==> src/rtl/mem_stage.sv <==
// MIPS MEM stage: issues loads/stores to a variable-latency data memory and registers the MEM/WB bundle.
// Optional macro MEM_MISALIGN_TRAP_EN traps misaligned half/word accesses instead of truncating the address.
module mem_stage #(
  parameter int DM_TIMEOUT = 255
) (
  input  logic        clock,
  input  logic        reset,
  input  logic        ex_valid,
  input  logic [31:0] ex_o,
  input  logic [31:0] ex_b,
  input  logic [31:0] ex_insn,
  input  logic        ex_dmwe,
  input  logic        ex_rwe,
  input  logic        ex_rdst,
  input  logic        ex_rwd,
  output logic        stall,
  output logic        dm_req,
  output logic        dm_we,
  output logic [31:0] dm_addr,
  output logic [31:0] dm_wdata,
  output logic [3:0]  dm_be,
  input  logic        dm_ack,
  input  logic [31:0] dm_rdata,
  output logic        wb_valid,
  output logic [31:0] wb_o,
  output logic [31:0] wb_d,
  output logic [31:0] wb_insn,
  output logic        wb_rwe,
  output logic        wb_rdst,
  output logic        wb_rwd,
  output logic        dm_err,
  output logic        misalign
);

  typedef enum logic {IDLE, WAIT} state_t;
  typedef enum logic [1:0] {SZ_BYTE, SZ_HALF, SZ_WORD} size_t;

  state_t      state, state_next;
  logic [31:0] lat_o, lat_insn;
  logic        lat_rwe, lat_rdst, lat_rwd;
  logic [31:0] wait_cnt;

  function automatic size_t op_size(input logic [5:0] op);
    case (op)
      6'h20, 6'h24, 6'h28: op_size = SZ_BYTE;
      6'h21, 6'h25, 6'h29: op_size = SZ_HALF;
      default:             op_size = SZ_WORD;
    endcase
  endfunction

  function automatic logic op_signed(input logic [5:0] op);
    op_signed = (op == 6'h20) || (op == 6'h21);
  endfunction

  logic        mem_op, trap, accept_mem, ack_hit, timeout_hit;
  size_t       ex_size, lat_size;
  logic [31:0] req_wdata, load_data;
  logic [3:0]  req_be;
  logic [7:0]  ld_byte;
  logic [15:0] ld_half;

  always_comb begin
    ex_size = op_size(ex_insn[31:26]);
    mem_op  = ex_valid & (ex_dmwe | ex_rwd);
`ifdef MEM_MISALIGN_TRAP_EN
    trap = mem_op && (((ex_size == SZ_HALF) && ex_o[0]) ||
                      ((ex_size == SZ_WORD) && (ex_o[1:0] != 2'b00)));
`else
    trap = 1'b0;
`endif
    accept_mem  = (state == IDLE) && mem_op && !trap;
    ack_hit     = (state == WAIT) && dm_ack;
    timeout_hit = (DM_TIMEOUT != 0) && (state == WAIT) && !dm_ack &&
                  (wait_cnt == 32'(DM_TIMEOUT - 1));
    stall = accept_mem || ((state == WAIT) && !dm_ack && !timeout_hit);
  end

  always_comb begin
    state_next = state;
    case (state)
      IDLE:    if (accept_mem) state_next = WAIT;
      WAIT:    if (ack_hit || timeout_hit) state_next = IDLE;
      default: state_next = IDLE;
    endcase
  end

  // Store lanes are big-endian: byte lane 0 is bits 31:24, half 0 is bits 31:16.
  always_comb begin
    req_wdata = ex_b;
    req_be    = 4'b1111;
    case (ex_size)
      SZ_BYTE: begin
        req_wdata = {4{ex_b[7:0]}};
        req_be    = 4'b1000 >> ex_o[1:0];
      end
      SZ_HALF: begin
        req_wdata = {2{ex_b[15:0]}};
        req_be    = ex_o[1] ? 4'b0011 : 4'b1100;
      end
      default: ;
    endcase
    if (!ex_dmwe) req_be = 4'b0000;
  end

  always_comb begin
    lat_size = op_size(lat_insn[31:26]);
    ld_byte  = 8'h00;
    case (lat_o[1:0])
      2'd0: ld_byte = dm_rdata[31:24];
      2'd1: ld_byte = dm_rdata[23:16];
      2'd2: ld_byte = dm_rdata[15:8];
      2'd3: ld_byte = dm_rdata[7:0];
      default: ;
    endcase
    ld_half = lat_o[1] ? dm_rdata[15:0] : dm_rdata[31:16];
    case (lat_size)
      SZ_BYTE: load_data = op_signed(lat_insn[31:26]) ? {{24{ld_byte[7]}}, ld_byte} : {24'h0, ld_byte};
      SZ_HALF: load_data = op_signed(lat_insn[31:26]) ? {{16{ld_half[15]}}, ld_half} : {16'h0, ld_half};
      default: load_data = dm_rdata;
    endcase
  end

  always_ff @(posedge clock) begin
    if (reset) begin
      state    <= IDLE;
      dm_req   <= 1'b0;
      dm_we    <= 1'b0;
      dm_addr  <= 32'h0;
      dm_wdata <= 32'h0;
      dm_be    <= 4'h0;
      dm_err   <= 1'b0;
      misalign <= 1'b0;
      wb_valid <= 1'b0;
      wb_o     <= 32'h0;
      wb_d     <= 32'h0;
      wb_insn  <= 32'h0;
      wb_rwe   <= 1'b0;
      wb_rdst  <= 1'b0;
      wb_rwd   <= 1'b0;
      lat_o    <= 32'h0;
      lat_insn <= 32'h0;
      lat_rwe  <= 1'b0;
      lat_rdst <= 1'b0;
      lat_rwd  <= 1'b0;
      wait_cnt <= 32'h0;
    end else begin
      state    <= state_next;
      misalign <= 1'b0;
      if (state == IDLE) begin
        if (accept_mem) begin
          lat_o    <= ex_o;
          lat_insn <= ex_insn;
          lat_rwe  <= ex_rwe;
          lat_rdst <= ex_rdst;
          lat_rwd  <= ex_rwd;
          dm_req   <= 1'b1;
          dm_we    <= ex_dmwe;
          dm_addr  <= {ex_o[31:2], 2'b00};
          dm_wdata <= req_wdata;
          dm_be    <= req_be;
          wb_valid <= 1'b0;
          wait_cnt <= 32'h0;
        end else begin
          wb_valid <= ex_valid;
          wb_o     <= ex_o;
          wb_insn  <= ex_insn;
          wb_rwe   <= ex_rwe & ~trap;
          wb_rdst  <= ex_rdst;
          wb_rwd   <= ex_rwd;
          wb_d     <= 32'h0;
          misalign <= trap;
        end
      end else if (ack_hit || timeout_hit) begin
        // A timed-out access still retires, but as a no-op so no register is corrupted.
        dm_req   <= 1'b0;
        wb_valid <= 1'b1;
        wb_o     <= lat_o;
        wb_insn  <= lat_insn;
        wb_rdst  <= lat_rdst;
        wb_rwd   <= lat_rwd;
        wb_rwe   <= ack_hit & lat_rwe;
        wb_d     <= ack_hit ? load_data : 32'h0;
        if (timeout_hit) dm_err <= 1'b1;
      end else begin
        wb_valid <= 1'b0;
        wait_cnt <= wait_cnt + 32'd1;
      end
    end
  end

endmodule

==> config.mk <==
export PLATFORM = sky130hd
export DESIGN_NAME = mem_stage
export DESIGN_NICKNAME = d
export VERILOG_FILES = /design/src/rtl/mem_stage.sv
export SDC_FILE = /design/constraint.sdc
export NUM_CORES = 1
export LEC_CHECK = 0
export CAP_MARGIN = 20
export CORE_UTILIZATION = 48
export DETAILED_ROUTE_END_ITERATION = 6
export PLACE_DENSITY = 0.87
export SYNTH_ARGS = -nofsm -noshare
export SYNTH_HDL_FRONTEND = slang
export SYNTH_SLANG_ARGS = --single-unit
==> constraint.sdc <==
create_clock -name clock -period 2.76 [get_ports clock]
set_clock_uncertainty 0.2 [all_clocks]
set_input_delay 0.552 -clock clock [delete_from_list [all_inputs] [get_ports clock]]
set_output_delay 0.552 -clock clock [all_outputs]
set_load 0.005 [all_outputs]
==> metrics <==
FP Rows 53; status finished with violations; clock sinks 239; FF-to-FF Start wait_cnt[0]$_SDFFE_PP0P_; Critical Path Max Stage Delay 320 ps; clock transition at the registers of the reported paths 60 ps; largest net degree at the start of global routing 133; worst reg2reg path endpoint wb_insn[29]$_SDFFE_PP0P_; CP startpoint kind register; combinational power share 16.8%; slew margin rel. 47.7%; Placer Congestion 0.891; CP Max Fanout 2; grt ovf 0; Hold Path Depth 2; synthesized area per cell 8.41 um^2; drt total wl 32000 um; io pins 309; CP Buf/Inv Count 3; Warnings, synthesis 0; sequential area share after synthesis 46.2%; Root Buffer clkbuf_16; Die Span Y 149 um; crit-path cells inv_2 -> ha_4 -> nor4b_4 -> nand4_1 -> nor4_4 -> or2_4 -> inv_2 -> buf_2; P_leak 5.35 nW; crit share post-route 103%; hold buffers post-CTS 0; max_cap viols 0; Final HPWL DP 21300 um; main flop type after synthesis dfxtp_1; antenna-violating nets left 0; clock buffer depth 3; vias in the first global route 9709; clock tree from TritonCTS built; fin. max-slew vios 0; Placement Cell Area 0.0136 mm^2; EDFF count, synth 0; antenna violations before repair 0; RSZ-0062 raised after global routing yes; clk_lat worst skew 530 ps; crit path DAT 2090 ps; Net count, final 1627; WP depth 8; Sw Share 25.6%; CP endpoint kind primary output; minimum clock period 2840 ps; cts bufs inserted 26; Cells after Synth 1232; Overall Global Routing Usage 27.4%; Starting DRT DRC Count 501; net switching power 2.26 mW; violated checks setup timing; worst hold endpoint dm_err$_SDFFE_PP0P_; Critical Path Source wait_cnt[0]$_SDFFE_PP0P_; layout cell share with drive strength beyond 1 8.42%; VDD IR-drop max 0.000446 V; Horiz. Die Dim 149 um; Most Frequent Cell on Critical Path inv_2; # diodes 0; first-pass GRT wire length 49100 um; vias 9893; Core Footprint 0.0211 mm^2; slowest cell on the critical path dfxtp_2; R2R setup slack 120 ps; family with the most delay on the worst path simple AND/OR/NAND/NOR gates; DRC violations left 0; die area 0.0222 mm^2; Via density 5.55; port bufs 305; Synth Cell Area 0.0104 mm^2; Worst Tran Pin Value 780 ps; Crit Path Category register to primary output; H-tree depth 1; min-delay worst type input pin to register; WL/cell 18.0 um; Setup-failing EPs final 1; start point of the worst hold path reset; Layout area overhead 40.5%; Crit path required time 2010 ps; Synth cell types 46; fin area 0.0146 mm^2; Reg power frac 42.9%; PD cells 607 mW/mm^2; Initial Util 49.1%; Core Util, Final 69.1%; FF-to-FF path depth 11; fmax 352 MHz; ys async rst share 0%; Clock power frac 40.4%; TritonRoute pass-1 iters 5; setup slack after layout -79.8 ps; Int Pwr 6.58 mW; Final Hold Viols 0; Synth Register Bits 239
## through the flow
stage | TNS, ps | total power [mW] | setup slack (ps) | hold slack [ps] | cells
after global routing | -159 | 9.17 | -159 | 202 | 1783
after floorplan | 0 | 4.52 | 58.5 | 235 | 1234
after global placement | -23470 | 5.25 | -331 | 231 | 1734
final | -79.8 | 8.84 | -79.8 | 198 | 1783
after detailed placement | -30800 | 5.30 | -359 | 234 | 1734
after CTS | -137 | 8.85 | -137 | 192 | 1782
## power groups by stage
stage	sequential (mW)	clock [mW]	combinational, mW
2_1_floorplan	3.86	0	0.665
3_3_place_gp	3.85	0	1.40
3_5_place_dp	3.86	0	1.43
4_1_cts	3.79	3.61	1.45
5_1_grt	3.81	3.76	1.60
6_report	3.79	3.57	1.48
## layer usage
layer / vias to the layer above / GRT usage (%) / part of all wire, %
li1: 4740 / - / -
met1: 4646 / 31.8 / 39
met2: 414 / 46.7 / 48
met3: 93 / 6.73 / 8.0
met4: 0 / 14.1 / 4.8
met5: - / 0 / 0
## worst max-delay path by stage
stage / end / slack (ps)
after floorplan: stall / 60
after global placement: stall / -330
after detailed placement: stall / -360
after CTS: stall / -140
after global routing: stall / -160
final: stall / -80
## final cells by class
class	count	area (um^2)
clock buffer	36	769
sequential	239	4790
timing repair buffer	356	3560
tap	275	344
fill	1585	6530
inverter	6	22.5
multi-input combinational	860	4950
clock inverter	11	118
## sequential cells by signal, summed over array words and instances, names as in the netlist, 4 cells and up
register,count
dm_be,4
wb_d,32
lat_o,32
wb_o,32
wait_cnt,32
dm_wdata,32
lat_insn,32
wb_insn,32
## worst reg2reg max path: cells and delay by family, from the launching register on
family / cells / cell delay (ps)
flops: 1 / 320
compound gates: 1 / 270
simple gates: 5 / 1030
fa+ha+maj: 1 / 140
buf+inv: 4 / 570
## layout by cell type, fill, tap and decap left out, types with 3 or more instances in the layout
cell type / count
clkinv_2: 5
clkbuf_8: 6
a22o_1: 6
a21oi_1: 117
nand2b_1: 3
or3_1: 5
clkbuf_16: 28
xor2_1: 5
nand4_1: 9
clkinv_4: 3
and4_1: 5
clkbuf_1: 3
nor3_1: 12
xnor2_1: 18
nor4b_1: 4
nand3_1: 14
dfxtp_1: 236
mux2i_1: 85
nor2b_1: 4
conb_1: 3
or2_2: 3
nand2_1: 233
mux2_2: 9
clkdlybuf4s50_1: 303
inv_1: 4
buf_4: 41
o221ai_1: 7
o211ai_1: 16
o21ai_0: 41
nor4_1: 11
a211oi_1: 81
nor2_1: 137
buf_12: 7
and2_1: 9
## cell usage after synthesis (2+ instances only)
master      n  area share, %
dfxtp_1   239             46
buf_1       6           0.22
nand2b_1    3           0.18
xor2_1      5           0.42
nand2_1   234            8.5
buf_2      12           0.58
a21oi_1   117            5.7
clkbuf_1   68            2.5
and3_1      2           0.12
buf_4      43            3.1
nor4b_1     5           0.42
xnor2_1    18            1.5
o211ai_1   16            1.2
o21ai_0    41            2.0
a22o_1      6           0.51
or2_2       3           0.18
nand3_1    14           0.68
a211oi_1   81            5.9
mux2i_1    85            8.2
inv_1       5           0.18
o221ai_1    7           0.59
or3_1       5           0.30
mux2_2      9           0.98
nor3_1     13           0.63
a21o_1      2           0.14
ha_1        2           0.24
mux4_2      2           0.43
nand4_1     9           0.54
nor2_1    137            5.0
nor4_1     11           0.66
and4_1      5           0.42
and2_1     10           0.60
nor2b_1     4           0.24
## logic make-up (layout without fill, tap and decap cells)
kind of cell             Yosys count  after routing  share of synthesized area (%)
XOR/XNOR                          23             23                           1.94
buffers and inverters            135            409                           6.59
AO/OA/AOI/OAI                    274            274                           16.2
other                              1              3                         0.0362
flip-flops                       239            239                           46.2
AND/OR/NAND/NOR                  462            462                           19.2
multiplexers                      96             96                           9.62
adder cells (fa/ha/maj)            2              2                          0.241
## timing repair
item                       CTS  global route
cloned                       0             1
setup buffers                1             0
setup endpoints to repair    3            59
pin swaps                    4             2
resized for setup           11             3
No activity file was read; power rests on OpenSTA's default activity.
